$ cat src/rtl/regfile_scoreboard_if.sv
// Decode/writeback bundle for the scoreboarded register file.
// master = pipeline side, slave = register file.
interface regfile_scoreboard_if #(
    parameter int DATA_W   = 32,
    parameter int NUM_REGS = 16,
    parameter int NUM_RD   = 3
);
    localparam int ADDR_W = $clog2(NUM_REGS);

    logic [NUM_RD*ADDR_W-1:0] rd_addr;
    logic [NUM_RD*DATA_W-1:0] rd_data;
    logic [NUM_RD-1:0]        rd_busy;
    logic [NUM_RD-1:0]        rd_use;
    logic                     hazard;
    logic                     wr_en;
    logic [ADDR_W-1:0]        wr_addr;
    logic [DATA_W-1:0]        wr_data;
    logic                     iss_en;
    logic [ADDR_W-1:0]        iss_addr;
    logic                     flush;
    logic [ADDR_W:0]          busy_cnt;

    modport master (
        output rd_addr, rd_use, wr_en, wr_addr, wr_data, iss_en, iss_addr, flush,
        input  rd_data, rd_busy, hazard, busy_cnt
    );

    modport slave (
        input  rd_addr, rd_use, wr_en, wr_addr, wr_data, iss_en, iss_addr, flush,
        output rd_data, rd_busy, hazard, busy_cnt
    );
endinterface

$ cat src/rtl/regfile_scoreboard.sv
// Register file with r0 hardwired to zero and a per-register busy scoreboard.
// Define REGFILE_BYPASS_EN for same-cycle write-to-read forwarding.
module regfile_scoreboard #(
    parameter int DATA_W   = 32,
    parameter int NUM_REGS = 16,
    parameter int NUM_RD   = 3
) (
    input  logic                 clk,
    input  logic                 rst,
    regfile_scoreboard_if.slave  bus
);
    localparam int ADDR_W = $clog2(NUM_REGS);

    logic [DATA_W-1:0]   regs [NUM_REGS];
    logic [NUM_REGS-1:0] busy;
    logic [NUM_REGS-1:0] busy_next;
    logic [ADDR_W:0]     busy_cnt_q;
    logic [ADDR_W-1:0]   rd_a [NUM_RD];
    logic [NUM_RD*DATA_W-1:0] rd_data_c;
    logic [NUM_RD-1:0]        rd_busy_c;

    function automatic logic [ADDR_W:0] popcnt(input logic [NUM_REGS-1:0] v);
        logic [ADDR_W:0] c;
        c = '0;
        for (int k = 0; k < NUM_REGS; k++) c = c + {{ADDR_W{1'b0}}, v[k]};
        return c;
    endfunction

    // Flush beats issue, and issue beats a retiring write to the same register.
    always_comb begin
        busy_next = busy;
        for (int r = 1; r < NUM_REGS; r++) begin
            if (bus.flush)
                busy_next[r] = 1'b0;
            else if (bus.iss_en && (bus.iss_addr == ADDR_W'(r)))
                busy_next[r] = 1'b1;
            else if (bus.wr_en && (bus.wr_addr == ADDR_W'(r)))
                busy_next[r] = 1'b0;
        end
        busy_next[0] = 1'b0;
    end

    always_ff @(posedge clk or posedge rst) begin
        if (rst) begin
            for (int r = 0; r < NUM_REGS; r++) regs[r] <= '0;
            busy       <= '0;
            busy_cnt_q <= '0;
        end else begin
            if (bus.wr_en && (bus.wr_addr != '0))
                regs[bus.wr_addr] <= bus.wr_data;
            busy       <= busy_next;
            busy_cnt_q <= popcnt(busy_next);
        end
    end

    for (genvar g = 0; g < NUM_RD; g++) begin : g_rd_addr
        assign rd_a[g] = bus.rd_addr[g*ADDR_W +: ADDR_W];
    end

    always_comb begin
        rd_data_c = '0;
        rd_busy_c = '0;
        for (int i = 0; i < NUM_RD; i++) begin
            if (rd_a[i] != '0) begin
                rd_data_c[i*DATA_W +: DATA_W] = regs[rd_a[i]];
                rd_busy_c[i]                  = busy[rd_a[i]];
            end
`ifdef REGFILE_BYPASS_EN
            // Forward the retiring value; a same-cycle issue to it keeps the port busy.
            if (bus.wr_en && (bus.wr_addr != '0) && (rd_a[i] == bus.wr_addr)) begin
                rd_data_c[i*DATA_W +: DATA_W] = bus.wr_data;
                if (!(bus.iss_en && (bus.iss_addr == bus.wr_addr)))
                    rd_busy_c[i] = 1'b0;
            end
`endif
        end
    end

    assign bus.rd_data  = rd_data_c;
    assign bus.rd_busy  = rd_busy_c;
    assign bus.hazard   = |(rd_busy_c & bus.rd_use);
    assign bus.busy_cnt = busy_cnt_q;
endmodule

$ cat src/flat_wrapper.sv
// flat-port wrapper written by rule: the top's interface ports become plain ports
module regfile_scoreboard_flat 
#(
    parameter int DATA_W   = 32,
    parameter int NUM_REGS = 16,
    parameter int NUM_RD   = 3
)
  (clk, rst, bus_rd_addr, bus_rd_use, bus_wr_en, bus_wr_addr, bus_wr_data, bus_iss_en, bus_iss_addr, bus_flush, bus_rd_data, bus_rd_busy, bus_hazard, bus_busy_cnt);
  regfile_scoreboard_if #(.DATA_W(DATA_W), .NUM_REGS(NUM_REGS), .NUM_RD(NUM_RD)) bus_i ();
  input  logic clk;
  input  logic rst;
  input wire logic [$bits(bus_i.rd_addr)-1:0] bus_rd_addr;
  input wire logic [$bits(bus_i.rd_use)-1:0] bus_rd_use;
  input wire logic [$bits(bus_i.wr_en)-1:0] bus_wr_en;
  input wire logic [$bits(bus_i.wr_addr)-1:0] bus_wr_addr;
  input wire logic [$bits(bus_i.wr_data)-1:0] bus_wr_data;
  input wire logic [$bits(bus_i.iss_en)-1:0] bus_iss_en;
  input wire logic [$bits(bus_i.iss_addr)-1:0] bus_iss_addr;
  input wire logic [$bits(bus_i.flush)-1:0] bus_flush;
  output wire logic [$bits(bus_i.rd_data)-1:0] bus_rd_data;
  output wire logic [$bits(bus_i.rd_busy)-1:0] bus_rd_busy;
  output wire logic [$bits(bus_i.hazard)-1:0] bus_hazard;
  output wire logic [$bits(bus_i.busy_cnt)-1:0] bus_busy_cnt;
  assign bus_i.rd_addr = bus_rd_addr;
  assign bus_i.rd_use = bus_rd_use;
  assign bus_i.wr_en = bus_wr_en;
  assign bus_i.wr_addr = bus_wr_addr;
  assign bus_i.wr_data = bus_wr_data;
  assign bus_i.iss_en = bus_iss_en;
  assign bus_i.iss_addr = bus_iss_addr;
  assign bus_i.flush = bus_flush;
  assign bus_rd_data = bus_i.rd_data;
  assign bus_rd_busy = bus_i.rd_busy;
  assign bus_hazard = bus_i.hazard;
  assign bus_busy_cnt = bus_i.busy_cnt;
  regfile_scoreboard #(.DATA_W(DATA_W), .NUM_REGS(NUM_REGS), .NUM_RD(NUM_RD)) u_core (.clk(clk), .rst(rst), .bus(bus_i));
endmodule
$ cat config.mk
export PLATFORM = sky130hd
export DESIGN_NAME = regfile_scoreboard_flat
export DESIGN_NICKNAME = d
export VERILOG_FILES = /design/src/rtl/regfile_scoreboard_if.sv /design/src/rtl/regfile_scoreboard.sv /design/src/flat_wrapper.sv
export SDC_FILE = /design/constraint.sdc
export NUM_CORES = 2
export LEC_CHECK = 0
export CORE_MARGIN = 2
export CORE_UTILIZATION = 60
export CTS_CLUSTER_DIAMETER = 30
export DETAILED_ROUTE_END_ITERATION = 8
export PLACE_DENSITY = 0.87
export REMOVE_ABC_BUFFERS = 1
export SKIP_CTS_REPAIR_TIMING = 1
export SLEW_MARGIN = 5
export SYNTH_ARGS = -nofsm -noshare
export SYNTH_HDL_FRONTEND = slang
export SYNTH_SLANG_ARGS = --single-unit
$ cat constraint.sdc
create_clock -name clk -period 52.6 [get_ports clk]
set_input_delay 5.26 -clock clk [delete_from_list [all_inputs] [get_ports clk]]
set_output_delay 5.26 -clock clk [all_outputs]
set_load 0.01 [all_outputs]
Word level (Yosys, flattened, before mapping)
Index checks and enable logic that the tools add are counted.
- $add $sub $neg: 14
- magnitude comparators: 8
- eq/ne operators: 30
- mux-type cells: 69
- bitwise logic cells: 5
- reductions and logical operators: 37
- operators with widths (kind ; number):
    bitwise mux 512 bit ; 1
    binary-select mux 32 bit (select 4 bit) ; 3
    2-to-1 mux 32 bit ; 10
    demux 32 bit (select 4 bit) ; 1
    adder 5 x 1 -> 5 bit ; 13
    equality test 4 bit, second input constant ; 16
    2-to-1 mux 1 bit ; 51
    equality test 4 x 3 -> 1 bit, second input constant ; 8
    logical AND 1 bit ; 32
    greater-or-equal comparator 5 bit, second input constant ; 4
    inverter 4 -> 5 bit ; 4
    equality test 4 x 2 -> 1 bit, second input constant ; 4
    nonzero test 4 bit ; 4
    < comparator 4 x 5 -> 1 bit, second input constant ; 3
    binary-select mux 1 bit (select 4 bit) ; 3
    equality test 4 x 1 -> 1 bit, second input constant ; 2
    < comparator 5 x 1 -> 1 bit, second input constant ; 1
    bitwise AND 3 bit ; 1
    OR reduction 3 bit ; 1
    adder 1 x 1 -> 2 bit ; 1
- flip-flop bits (word level): 532
- bits of input ports: 60
- output and inout bits: 105

Depth between registers and ports, before layout
- depth after elaboration: 19
- depth in mapped cells: 19
- mapped depth without buffers: 17

Worst setup path after synthesis
Ideal clock, no wire load.
- path kind: input to output
- start point: in bus_rd_addr[9]
- end point: out bus_rd_data[74]
- arrival: 6.973 ns
- setup slack: 40.367 ns
- cell stages on the path: 6
- path buffers: 3
- cells stage by stage: buf_2 buf_2 buf_1 mux4_2 mux4_2 nor2b_1
- longest elaborated chain between the ends: 5
- elaborated cells between the ends (all ways): 6
- ends and longest elaborated chain (what ; line ; source):
    start, declared ; flat_wrapper.sv:12 ; input wire logic [$bits(bus_i.rd_addr)-1:0] bus_rd_addr;
    inverter 4 -> 5 bit (implied by the code) ; regfile_scoreboard.sv:65 ; rd_data_c[i*DATA_W +: DATA_W] = regs[rd_a[i]];
    binary-select mux 32 bit (select 4 bit) ; regfile_scoreboard.sv:65 ;
    2-to-1 mux 32 bit (implied by the code) (2 in series) ; regfile_scoreboard.sv:65 ;
    2-to-1 mux 32 bit (*) ; regfile_scoreboard.sv:64 ; if (rd_a[i] != '0) begin
    end, declared ; flat_wrapper.sv:20 ; output wire logic [$bits(bus_i.rd_data)-1:0] bus_rd_data;
Every way passes the cells marked *; elsewhere a longest branch is shown, timed or not. The select of a mux whose other input is x is not followed.

Worst setup path after layout
- start point: in bus_rd_addr[4]
- end point: out bus_rd_data[51]
Same word-level chain as after synthesis.

==> metrics.yaml <==
drc: 0
place_area_um2: 34200
grt_pass1_vias: 23900
setup_violations: 0
yosysUniqueCellTypes: 44
layout.nets: 2244
min_period_over_period_pct: 27.5
cap_violations: 0
fp-row-count: 85
finClkSkew_ns: 0.00550
dpl.hpwl_um: 50100
rsz0062_at_grt: "no"
ys_warn_count: 0
p_clk_share_pct: 43.5
path_cells: "clkbuf_8 -> buf_4 -> buf_4 -> mux4_2 -> mux4_2 -> nor2b_1 -> clkdlybuf4s50_1"
relSlewSlack_pct: 29.7
seqPwrFrac_pct: 33.6
critPathCaptureType: "output pin"
final_common_cell: "dfrtp_1"
vias: 22100
track_usage_pct: 35.4
switching_power_w: 0.000483
fp.dieH_um: 236
worst-endpoint-required_ns: 47.34
firstDrtPassIters: 6
drt-total-wl_um: 96800
viasPerCell: 7.46
synth-seq-area-share_pct: 41.1
core_area_um2: 53600
max_freq_ghz: 0.0690
worst_pin_slew_ns: 1.05
overflow: 0
start_util_pct: 60.4
layout-drive-gt1-share_pct: 49.8
grt_pass1_wl_um: 147000
cp_slowest_cell: "buf_4"
clk_pin_slew_ns: 0.05
cp.arrival_ns: 9.22
p_comb_share_pct: 22.9
cpLargestDelayFamily: "buffers and inverters"
grt_max_degree: 129
avgSynthCellArea_um2: 15.4
crit_type: "primary input to output pin"
htree_levels: 3
grt_antenna_before_repair: 6
ir_drop_uv: 32.9
hp-class: "flop to flop"
drv_slew: 0
netSwitchingFraction_pct: 27.6
cp_num_buf_inv: 4
min_period_ns: 14.48
path_max_fanout: 59
cts_root_buffer: "clkbuf_16"
cts_num_sinks: 532
syn_inst: 2099
cts_made_buffers: 110
p_per_area_nw_per_um2: 45.7
intPower_w: 0.00127
clk_latency_ns: 0.65
final_hold_viol_count: 0
io_buffers: 164
worst-path-stages: 7
pin_count: 165
p_leak_nw: 15.7
place.gp.congestion: 0.870
p_total_w: 0.00175
crit_path_max_incr_delay_ns: 0.78
tns_ns: 0
antenna_left: 0
r2r_cells: 14
wl_per_cell_um: 32.7
cts.path.max_buffers: 3
syn_to_final_growth_pct: 18.2
whs_path_depth: 0
start_kind: "primary input"
status: "complete, no violations"
finalInstanceArea_um2: 38300
synth-seq-cells: 532
cts_tree: "built"
layout_common_cells: "dfrtp_1 (532), mux2_2 (427), mux4_2 (422)"
reg2reg_slack_ns: 48.49
die_area_um2: 55900
netlist_area_um2: 32400
chipWidth_um: 236
detail_route.iter0.violations: 2634
## final cells by class
class	count	area, µm²
diodes	2	5.00
clock buffers	132	3040
clock inverters	75	1060
fillers	3074	15300
inverters	14	60.1
multi-input cells	1305	18000
flip-flops and latches	532	13300
well taps	696	871
repair buffers	206	1960
## path summary, 6_finish.rpt
kind,startpoint,end
max in group asynchronous,rst,u_core.busy[2]$_DFF_PP0_
min,u_core.regs[506]$_DFFE_PP0P_,u_core.regs[506]$_DFFE_PP0P_
min in group asynchronous,rst,u_core.regs[66]$_DFFE_PP0P_
max,bus_rd_addr[4],bus_rd_data[51]
min reg2reg,u_core.regs[506]$_DFFE_PP0P_,u_core.regs[506]$_DFFE_PP0P_
max reg2reg,u_core.busy[2]$_DFF_PP0_,u_core.bus.busy_cnt[4]$_DFF_PP0_
## flip-flops by register name, summed over array words and instances, names as in the netlist
name and flops:
u_core.regs 512, u_core.bus.busy_cnt 5, u_core.busy 15
## power groups by stage
stage	clock network (W)	registers, W	logic (W)
2_1_floorplan	0	0.000556	0.000271
3_3_place_gp	0	0.000571	0.000382
3_5_place_dp	0	0.000584	0.000393
4_1_cts	0.000764	0.000583	0.000400
5_1_grt	0.000786	0.000598	0.000421
6_report	0.000762	0.000589	0.000401
## kinds of logic after synthesis
group / count (synthesis) / synth area share [%]
DFF: 532 / 41.1
xor gates and xnor gates: 2 / 0.0541
adders and majority gates: 15 / 0.788
AOI/OAI and AO/OA: 104 / 2.48
and+or+nand+nor: 208 / 3.29
buffers and inverters: 262 / 3.69
muxes: 976 / 48.6
## metal layers
metal | vias up | routed length, µm | GRT usage (%)
li1 | 8443 | - | -
met1 | 11600 | 34300 | 44.6
met2 | 1603 | 46900 | 55.9
met3 | 436 | 9710 | 8.34
met4 | 8 | 5840 | 22.2
met5 | - | 50 | 0
## through the flow
stage | std cells | utilization [%] | setup slack (ns) | hold slack, ns
floorplan | 1851 | - | 32.47 | 0.349
CTS | 2960 | 71.4 | 38.01 | 0.390
finish | 2962 | 71.4 | 38.12 | 0.391
global route | 2961 | 71.4 | 37.84 | 0.400
detailed placement | 2753 | 63.8 | 37.99 | 0.382
global placement | 2753 | 63.8 | 38.04 | 0.371
## cells in the mapped netlist (all sizes together)
master | instances | share of area, %
nor4bb | 1 | 0.031
inv | 14 | 0.16
xnor2 | 2 | 0.054
mux2i | 2 | 0.062
a2111o | 1 | 0.035
nor2 | 16 | 0.19
o32ai | 1 | 0.027
o21a | 3 | 0.070
buf | 116 | 2.0
dfrtp | 532 | 41
and3 | 2 | 0.039
and3b | 3 | 0.081
o21ai | 4 | 0.062
clkbuf | 132 | 1.5
nand3b | 2 | 0.046
a21oi | 9 | 0.14
nand3 | 4 | 0.062
nor4 | 2 | 0.039
or2 | 2 | 0.039
mux4 | 422 | 29
a22o | 33 | 0.89
and2 | 1 | 0.019
o22ai | 3 | 0.058
nor3 | 4 | 0.077
or3 | 2 | 0.039
nor3b | 3 | 0.070
a32oi | 1 | 0.027
fa | 9 | 0.56
a21o | 9 | 0.21
nand2b | 10 | 0.19
nand2 | 84 | 0.97
ha | 6 | 0.23
mux2 | 552 | 19
nor4b | 1 | 0.027
a22oi | 37 | 0.86
nor2b | 71 | 1.4
a221oi | 2 | 0.054
a2111oi | 1 | 0.046
Note: power is estimated with default switching activity, not from simulation.
